===== src/rtl/rtx_timer_scan_pkg.sv =====
// Shared definitions for the retransmission timer scan block: global time and timer
// widths, RTO bounds, and the clogb2 helper.
package rtx_timer_scan_pkg;

    localparam int TIME_W  = 32;
    localparam int TIMER_W = 16;

    localparam logic [TIMER_W-1:0] RTO_LOW  = 16'd64;
    localparam logic [TIMER_W-1:0] RTO_HIGH = 16'd4000;

    // Ceiling log2, minimum 1 so a two-entry table still gets a 1-bit id.
    function automatic int clogb2(input int value);
        int v;
        int r;
        v = value - 1;
        r = 0;
        for (int i = 0; i < 32; i++) begin
            if (v > 0) begin
                r++;
                v = v >> 1;
            end
        end
        return (r < 1) ? 1 : r;
    endfunction

endpackage


===== src/rtl/rtx_timer_scan_entry.sv =====
// One flow's timer slot: active flag plus wrap-safe deadline, armed/cancelled/cleared
// by the scan top and reporting whether its deadline has been reached.
module rtx_timer_entry
    import rtx_timer_scan_pkg::*;
(
    input  logic               clk,
    input  logic               rst_n,
    input  logic [TIME_W-1:0]  now,
    input  logic               arm,
    input  logic [TIMER_W-1:0] arm_amnt,
    input  logic               cancel,
    input  logic               clear,
    output logic               expired
);

    logic                     active;
    logic [TIME_W-1:0]        deadline;
    logic signed [TIME_W-1:0] elapsed;

    always_ff @(posedge clk or negedge rst_n) begin
        if (!rst_n) begin
            active   <= 1'b0;
            deadline <= '0;
        end else if (arm) begin
            active   <= 1'b1;
            deadline <= now + TIME_W'(arm_amnt);
        end else if (cancel || clear) begin
            active <= 1'b0;
        end
    end

    // A non-negative signed distance means now is at or past the deadline, across wrap.
    assign elapsed = $signed(now - deadline);
    assign expired = active && (elapsed >= 0);

endmodule


===== src/rtl/rtx_timer_scan.sv =====
// Per-flow retransmission timer table with a round-robin expiry scan and a one-deep
// timeout event register. Optional accepted-event counter: RTX_TIMER_FIRE_CNT_EN.
module rtx_timer_scan
    import rtx_timer_scan_pkg::*;
#(
    parameter int FLOW_NUM  = 16,
    parameter int FLOW_ID_W = clogb2(FLOW_NUM)
) (
    input  logic                 clk,
    input  logic                 rst_n,
    input  logic [TIME_W-1:0]    now,
    input  logic                 arm_valid,
    input  logic [FLOW_ID_W-1:0] arm_flow_id,
    input  logic [TIMER_W-1:0]   arm_amnt,
    input  logic                 cancel_valid,
    input  logic [FLOW_ID_W-1:0] cancel_flow_id,
    output logic                 to_valid,
    output logic [FLOW_ID_W-1:0] to_flow_id,
    input  logic                 to_ready
`ifdef RTX_TIMER_FIRE_CNT_EN
    ,
    output logic [31:0]          fire_cnt
`endif
);

    logic [FLOW_NUM-1:0]  expired_vec;
    logic [FLOW_NUM-1:0]  arm_sel;
    logic [FLOW_NUM-1:0]  cancel_sel;
    logic [FLOW_NUM-1:0]  clear_sel;
    logic [FLOW_ID_W-1:0] ptr_p0;
    logic                 stall;
    logic                 ptr_touched;
    logic                 hit;

    assign stall = to_valid && !to_ready;

    // An arm or cancel aimed at the scanned flow overrides that cycle's hit.
    assign ptr_touched = (arm_valid && (arm_flow_id == ptr_p0)) ||
                         (cancel_valid && (cancel_flow_id == ptr_p0));
    assign hit         = !stall && expired_vec[ptr_p0] && !ptr_touched;

    always_comb begin
        arm_sel                 = '0;
        cancel_sel              = '0;
        clear_sel               = '0;
        arm_sel[arm_flow_id]    = arm_valid;
        cancel_sel[cancel_flow_id] = cancel_valid;
        clear_sel[ptr_p0]       = hit;
    end

    for (genvar i = 0; i < FLOW_NUM; i++) begin : g_entry
        rtx_timer_entry u_entry (
            .clk      (clk),
            .rst_n    (rst_n),
            .now      (now),
            .arm      (arm_sel[i]),
            .arm_amnt (arm_amnt),
            .cancel   (cancel_sel[i]),
            .clear    (clear_sel[i]),
            .expired  (expired_vec[i])
        );
    end

    // Stage p0: scan pointer, held while the event register is blocked.
    always_ff @(posedge clk or negedge rst_n) begin
        if (!rst_n) begin
            ptr_p0 <= '0;
        end else if (!stall) begin
            ptr_p0 <= ptr_p0 + FLOW_ID_W'(1);
        end
    end

    // Stage p1: registered timeout event; a new hit may reload on the accept cycle.
    always_ff @(posedge clk or negedge rst_n) begin
        if (!rst_n) begin
            to_valid   <= 1'b0;
            to_flow_id <= '0;
        end else if (hit) begin
            to_valid   <= 1'b1;
            to_flow_id <= ptr_p0;
        end else if (to_ready) begin
            to_valid   <= 1'b0;
        end
    end

`ifdef RTX_TIMER_FIRE_CNT_EN
    function automatic logic [31:0] sat_inc(input logic [31:0] v);
        return (v == 32'hFFFF_FFFF) ? v : v + 32'd1;
    endfunction

    always_ff @(posedge clk or negedge rst_n) begin
        if (!rst_n) begin
            fire_cnt <= '0;
        end else if (to_valid && to_ready) begin
            fire_cnt <= sat_inc(fire_cnt);
        end
    end
`endif

endmodule


===== config.mk =====
export PLATFORM = sky130hd
export DESIGN_NAME = rtx_timer_scan
export DESIGN_NICKNAME = d
export VERILOG_FILES = /design/src/rtl/rtx_timer_scan_pkg.sv /design/src/rtl/rtx_timer_scan_entry.sv /design/src/rtl/rtx_timer_scan.sv
export SDC_FILE = /design/constraint.sdc
export NUM_CORES = 2
export LEC_CHECK = 0
export BUFFER_PORTS_ARGS = -buffer_cell sky130_fd_sc_hd__buf_2
export CAP_MARGIN = 10
export CORE_UTILIZATION = 55
export DETAILED_ROUTE_END_ITERATION = 12
export GPL_ROUTABILITY_DRIVEN = 1
export GPL_TIMING_DRIVEN = 0
export PLACE_DENSITY = 0.72
export SLEW_MARGIN = 20
export SYNTH_ARGS = -nofsm -noshare
export SYNTH_HDL_FRONTEND = slang
export SYNTH_HIERARCHICAL = 1
export SYNTH_SLANG_ARGS = --single-unit

===== constraint.sdc =====
create_clock -name clk -period 3.9 [get_ports clk]
set_input_delay 0.39 -clock clk [delete_from_list [all_inputs] [get_ports clk]]
set_output_delay 0.39 -clock clk [all_outputs]
set_load 0.005 [all_outputs]

==> impl_metrics.json <==
{
  "crit_end": "g_entry[4].u_entry/active",
  "rows": 113,
  "worst_pin_slew_ns": 1.19,
  "synth_edf_count": 0,
  "synth_common_cells": "ha_1 (756), inv_1 (667), a21oi_1 (546)",
  "cts_tree": "built",
  "fill_cells": 8397,
  "die_y_um": 312,
  "cts_buffers": 69,
  "min_period_ns": 3.86,
  "finalHoldViolations": 0,
  "yosysMostFrequentCell": "ha_1",
  "p_switching_mw": 9.67,
  "synth_largest_area_cell": "dfrtp_1",
  "synth_seq_cells": 537,
  "grt-ovfl-total": 0,
  "yosys-top-cells-area": "dfrtp_1 (25%), ha_1 (18%), a21oi_1 (5.2%)",
  "yosys_warnings": 6,
  "clock_sinks": 537,
  "synth_top_area_frac": 0.254,
  "synth-async-reset-ratio": 1.00,
  "drc": 0,
  "antenna_cells": 0,
  "core_area_um2": 95200,
  "cap_violations": 0,
  "p_sw_frac": 0.390,
  "dp_hpwl_um": 117000,
  "ctsRootBufferMaster": "clkbuf_16",
  "p_int_mw": 15.1,
  "layout.nets": 7334,
  "critPathMaxFanout": 41,
  "vias_per_cell": 6.38,
  "endpoint_kind": "register",
  "design_area_um2": 58200,
  "globalplace.congestion": 0.937,
  "clock_skew_ns": 0.0379,
  "crit_start": "now[25]",
  "powerDensity_nw_per_um2": 425,
  "ios": 66,
  "vias": 49900,
  "drv_slew": 0,
  "path_class": "primary input to register",
  "ys_seq_area_frac": 0.254,
  "period_share": 0.989,
  "arrival_ns": 4.43,
  "reg2reg_slack_ns": 0.07,
  "insertion_delay_ns": 0.65,
  "antenna_found_initial": 12,
  "synth_cell_type_count": 71,
  "start_util": 0.556,
  "fmax_mhz": 259,
  "reg2reg_depth": 17,
  "grt_pass1_vias": 47500,
  "pwr-share-comb": 0.420,
  "syn-cell-area_um2": 52900,
  "dieArea_um2": 97400,
  "cts.clk_slew.worst_paths_ns": 0.06,
  "drt_iter0_markers": 5220,
  "worstPathRequired_ns": 4.48,
  "die_w_um": 312,
  "setup_viol": 0,
  "placed_cell_area_um2": 55500,
  "io_buffers": 61,
  "power_mw": 24.8,
  "wl_per_cell_um": 22.0,
  "ant_nets": 0,
  "synth_area_per_cell_um2": 8.35,
  "htreeDepth": 3,
  "grt_max_degree": 96,
  "reg2reg_to": "g_entry[4].u_entry/active",
  "wirelength_um": 172000,
  "reg2reg_from": "g_entry[13].u_entry/deadline[21]",
  "seqPwrFrac": 0.320,
  "min_path_cells": 3,
  "irDropWorstVdd_mv": 0.346,
  "p_leak_nw": 26.0,
  "clockBufferDepth": 3,
  "first_pass_iters": 9,
  "critPathLaunchType": "primary input",
  "synth_nets": 7167,
  "area_delta_synth_final_pct": 10.1,
  "hp-class": "primary input to register",
  "synth_ff_type": "dfrtp_1",
  "status": "complete, no violations",
  "grt_pass1_wl_um": 267000,
  "relSlewSlack": 0.206,
  "clkPwrFrac": 0.260,
  "synthCells": 6334,
  "track_usage": 0.347,
  "drive_gt1_frac": 0.0675
}
cells by family (layout without fill, tap and decap cells):
group                    count (synthesis)  count (layout)  synth area share
AO/OA/AOI/OAI                         1839            1839             0.238
XOR/XNOR                               313             313            0.0518
adder cells (fa/ha/maj)                772             772             0.185
buffers and inverters                  848            1066            0.0622
flip-flops                             537             537             0.254
multiplexers                           150             150            0.0301
AND/OR/NAND/NOR                       1875            1875             0.179
how the worst min path moves through the flow:
| stage | endpoint | slack [ns] | start |
|---|---|---|---|
| after CTS | ptr_p0[0] | 0.08 | to_ready |
| after detailed placement | g_entry[2].u_entry/deadline[21] | 0.28 | rst_n |
| after global routing | ptr_p0[0] | 0.13 | to_ready |
| after global placement | g_entry[14].u_entry/deadline[7] | 0.47 | g_entry[14].u_entry/deadline[7] |
| after floorplan | g_entry[0].u_entry/active | 0.09 | rst_n |
| final | ptr_p0[0] | 0.14 | to_ready |
flip-flops by register name, summed over array words and instances, names as in the netlist:
register / count
g_entry.u_entry/active: 16
g_entry.u_entry/deadline: 512
ptr_p0: 4
to_flow_id: 4
to_valid: 1
worst max-delay path, stage by stage:
cell and delay [ns]:
buf_4 0.41, buf_16 0.30, ha_1 0.31, nand4_1 0.10, or2_1 0.16, buf_4 0.12
nor3_1 0.06, a221oi_2 0.35, a211o_1 0.18, o211ai_1 0.28, mux4_2 0.57, a22oi_2 0.17
nand2_1 0.07, and3_4 0.16, buf_6 0.13, and3_4 0.19, nor2_4 0.23, nand2_1 0.09
nand2_1 0.08
power by group through the flow:
stage | Clock [mW] | Sequential, mW | Combinational, mW
after floorplan | 0 | 7.75 | 7.16
after global placement | 0 | 7.97 | 9.48
after detailed placement | 0 | 8.00 | 9.92
after CTS | 6.53 | 7.90 | 10.1
after global routing | 6.72 | 8.08 | 11.7
final | 6.43 | 7.92 | 10.4
stage by stage:
| stage | instances | util | setup WS (ns) | setup TNS, ns | hold slack (ns) |
|---|---|---|---|---|---|
| 6_report | 7817 | 0.612 | 0.0443 | 0 | 0.137 |
| 5_1_grt | 7817 | 0.612 | -0.0657 | -0.387 | 0.131 |
| 4_1_cts | 7808 | 0.608 | 0.0122 | 0 | 0.0849 |
| 3_5_place_dp | 7685 | 0.584 | -1.10 | -16.02 | 0.285 |
| 3_3_place_gp | 7660 | 0.576 | -9.45 | -5049.87 | 0.467 |
| 2_1_floorplan | 6334 | - | 0.637 | 0 | 0.0944 |
routing by layer:
| layer | global-route usage | part of all wire |
|---|---|---|
| met4 | 0.139 | 0.043 |
| met3 | 0.0614 | 0.094 |
| met2 | 0.537 | 0.43 |
| met1 | 0.480 | 0.43 |
| met5 | 0 | 0.00074 |
layout make-up:
| class | count | area (um2) | area share |
|---|---|---|---|
| Sequential cell | 537 | 13400 | 0.231 |
| Buffer | 172 | 758 | 0.0130 |
| Clock inverter | 17 | 123 | 0.00211 |
| Timing Repair Buffer | 96 | 1160 | 0.0199 |
| Inverter | 676 | 2540 | 0.0436 |
| Multi-Input combinational cell | 4949 | 36500 | 0.627 |
| Tap cell | 1265 | 1580 | 0.0272 |
| Clock buffer | 105 | 2100 | 0.0361 |
layout by cell type, fill, tap and decap left out, types with 20 or more instances in the layout:
master     instances
a2111o_1          45
a2111oi_4         23
a211oi_1          39
a211oi_2          30
a21o_1           137
a21oi_1          544
a31oi_1          150
and2_1            24
and3_1            76
buf_2             47
buf_4             26
buf_6             26
clkbuf_1         140
clkbuf_16         71
clkbuf_8          20
dfrtp_1          537
ha_1             753
inv_1            666
mux2i_1          126
nand2_1          504
nand2b_1          76
nand3_1          226
nand4_1          144
nor2_1           457
nor2b_1           46
nor3_1            60
nor4_1            32
o211ai_1         110
o21a_1            95
o21ai_0          227
o21ai_1          114
o21bai_1          41
o311ai_1          25
o31ai_1           69
or3_1             59
or4_1             60
xnor2_1          205
xor2_1           108
repair_timing:
action                                  in CTS  in global routing
resized for setup                           25                 55
hold endpoints to repair                    59                  0
endpoints found under the setup margin      14                 19
hold buffers                                 1                  0
pin swaps                                    5                 35
setup buffers                                0                  9
(Power assumes the default switching activity.)
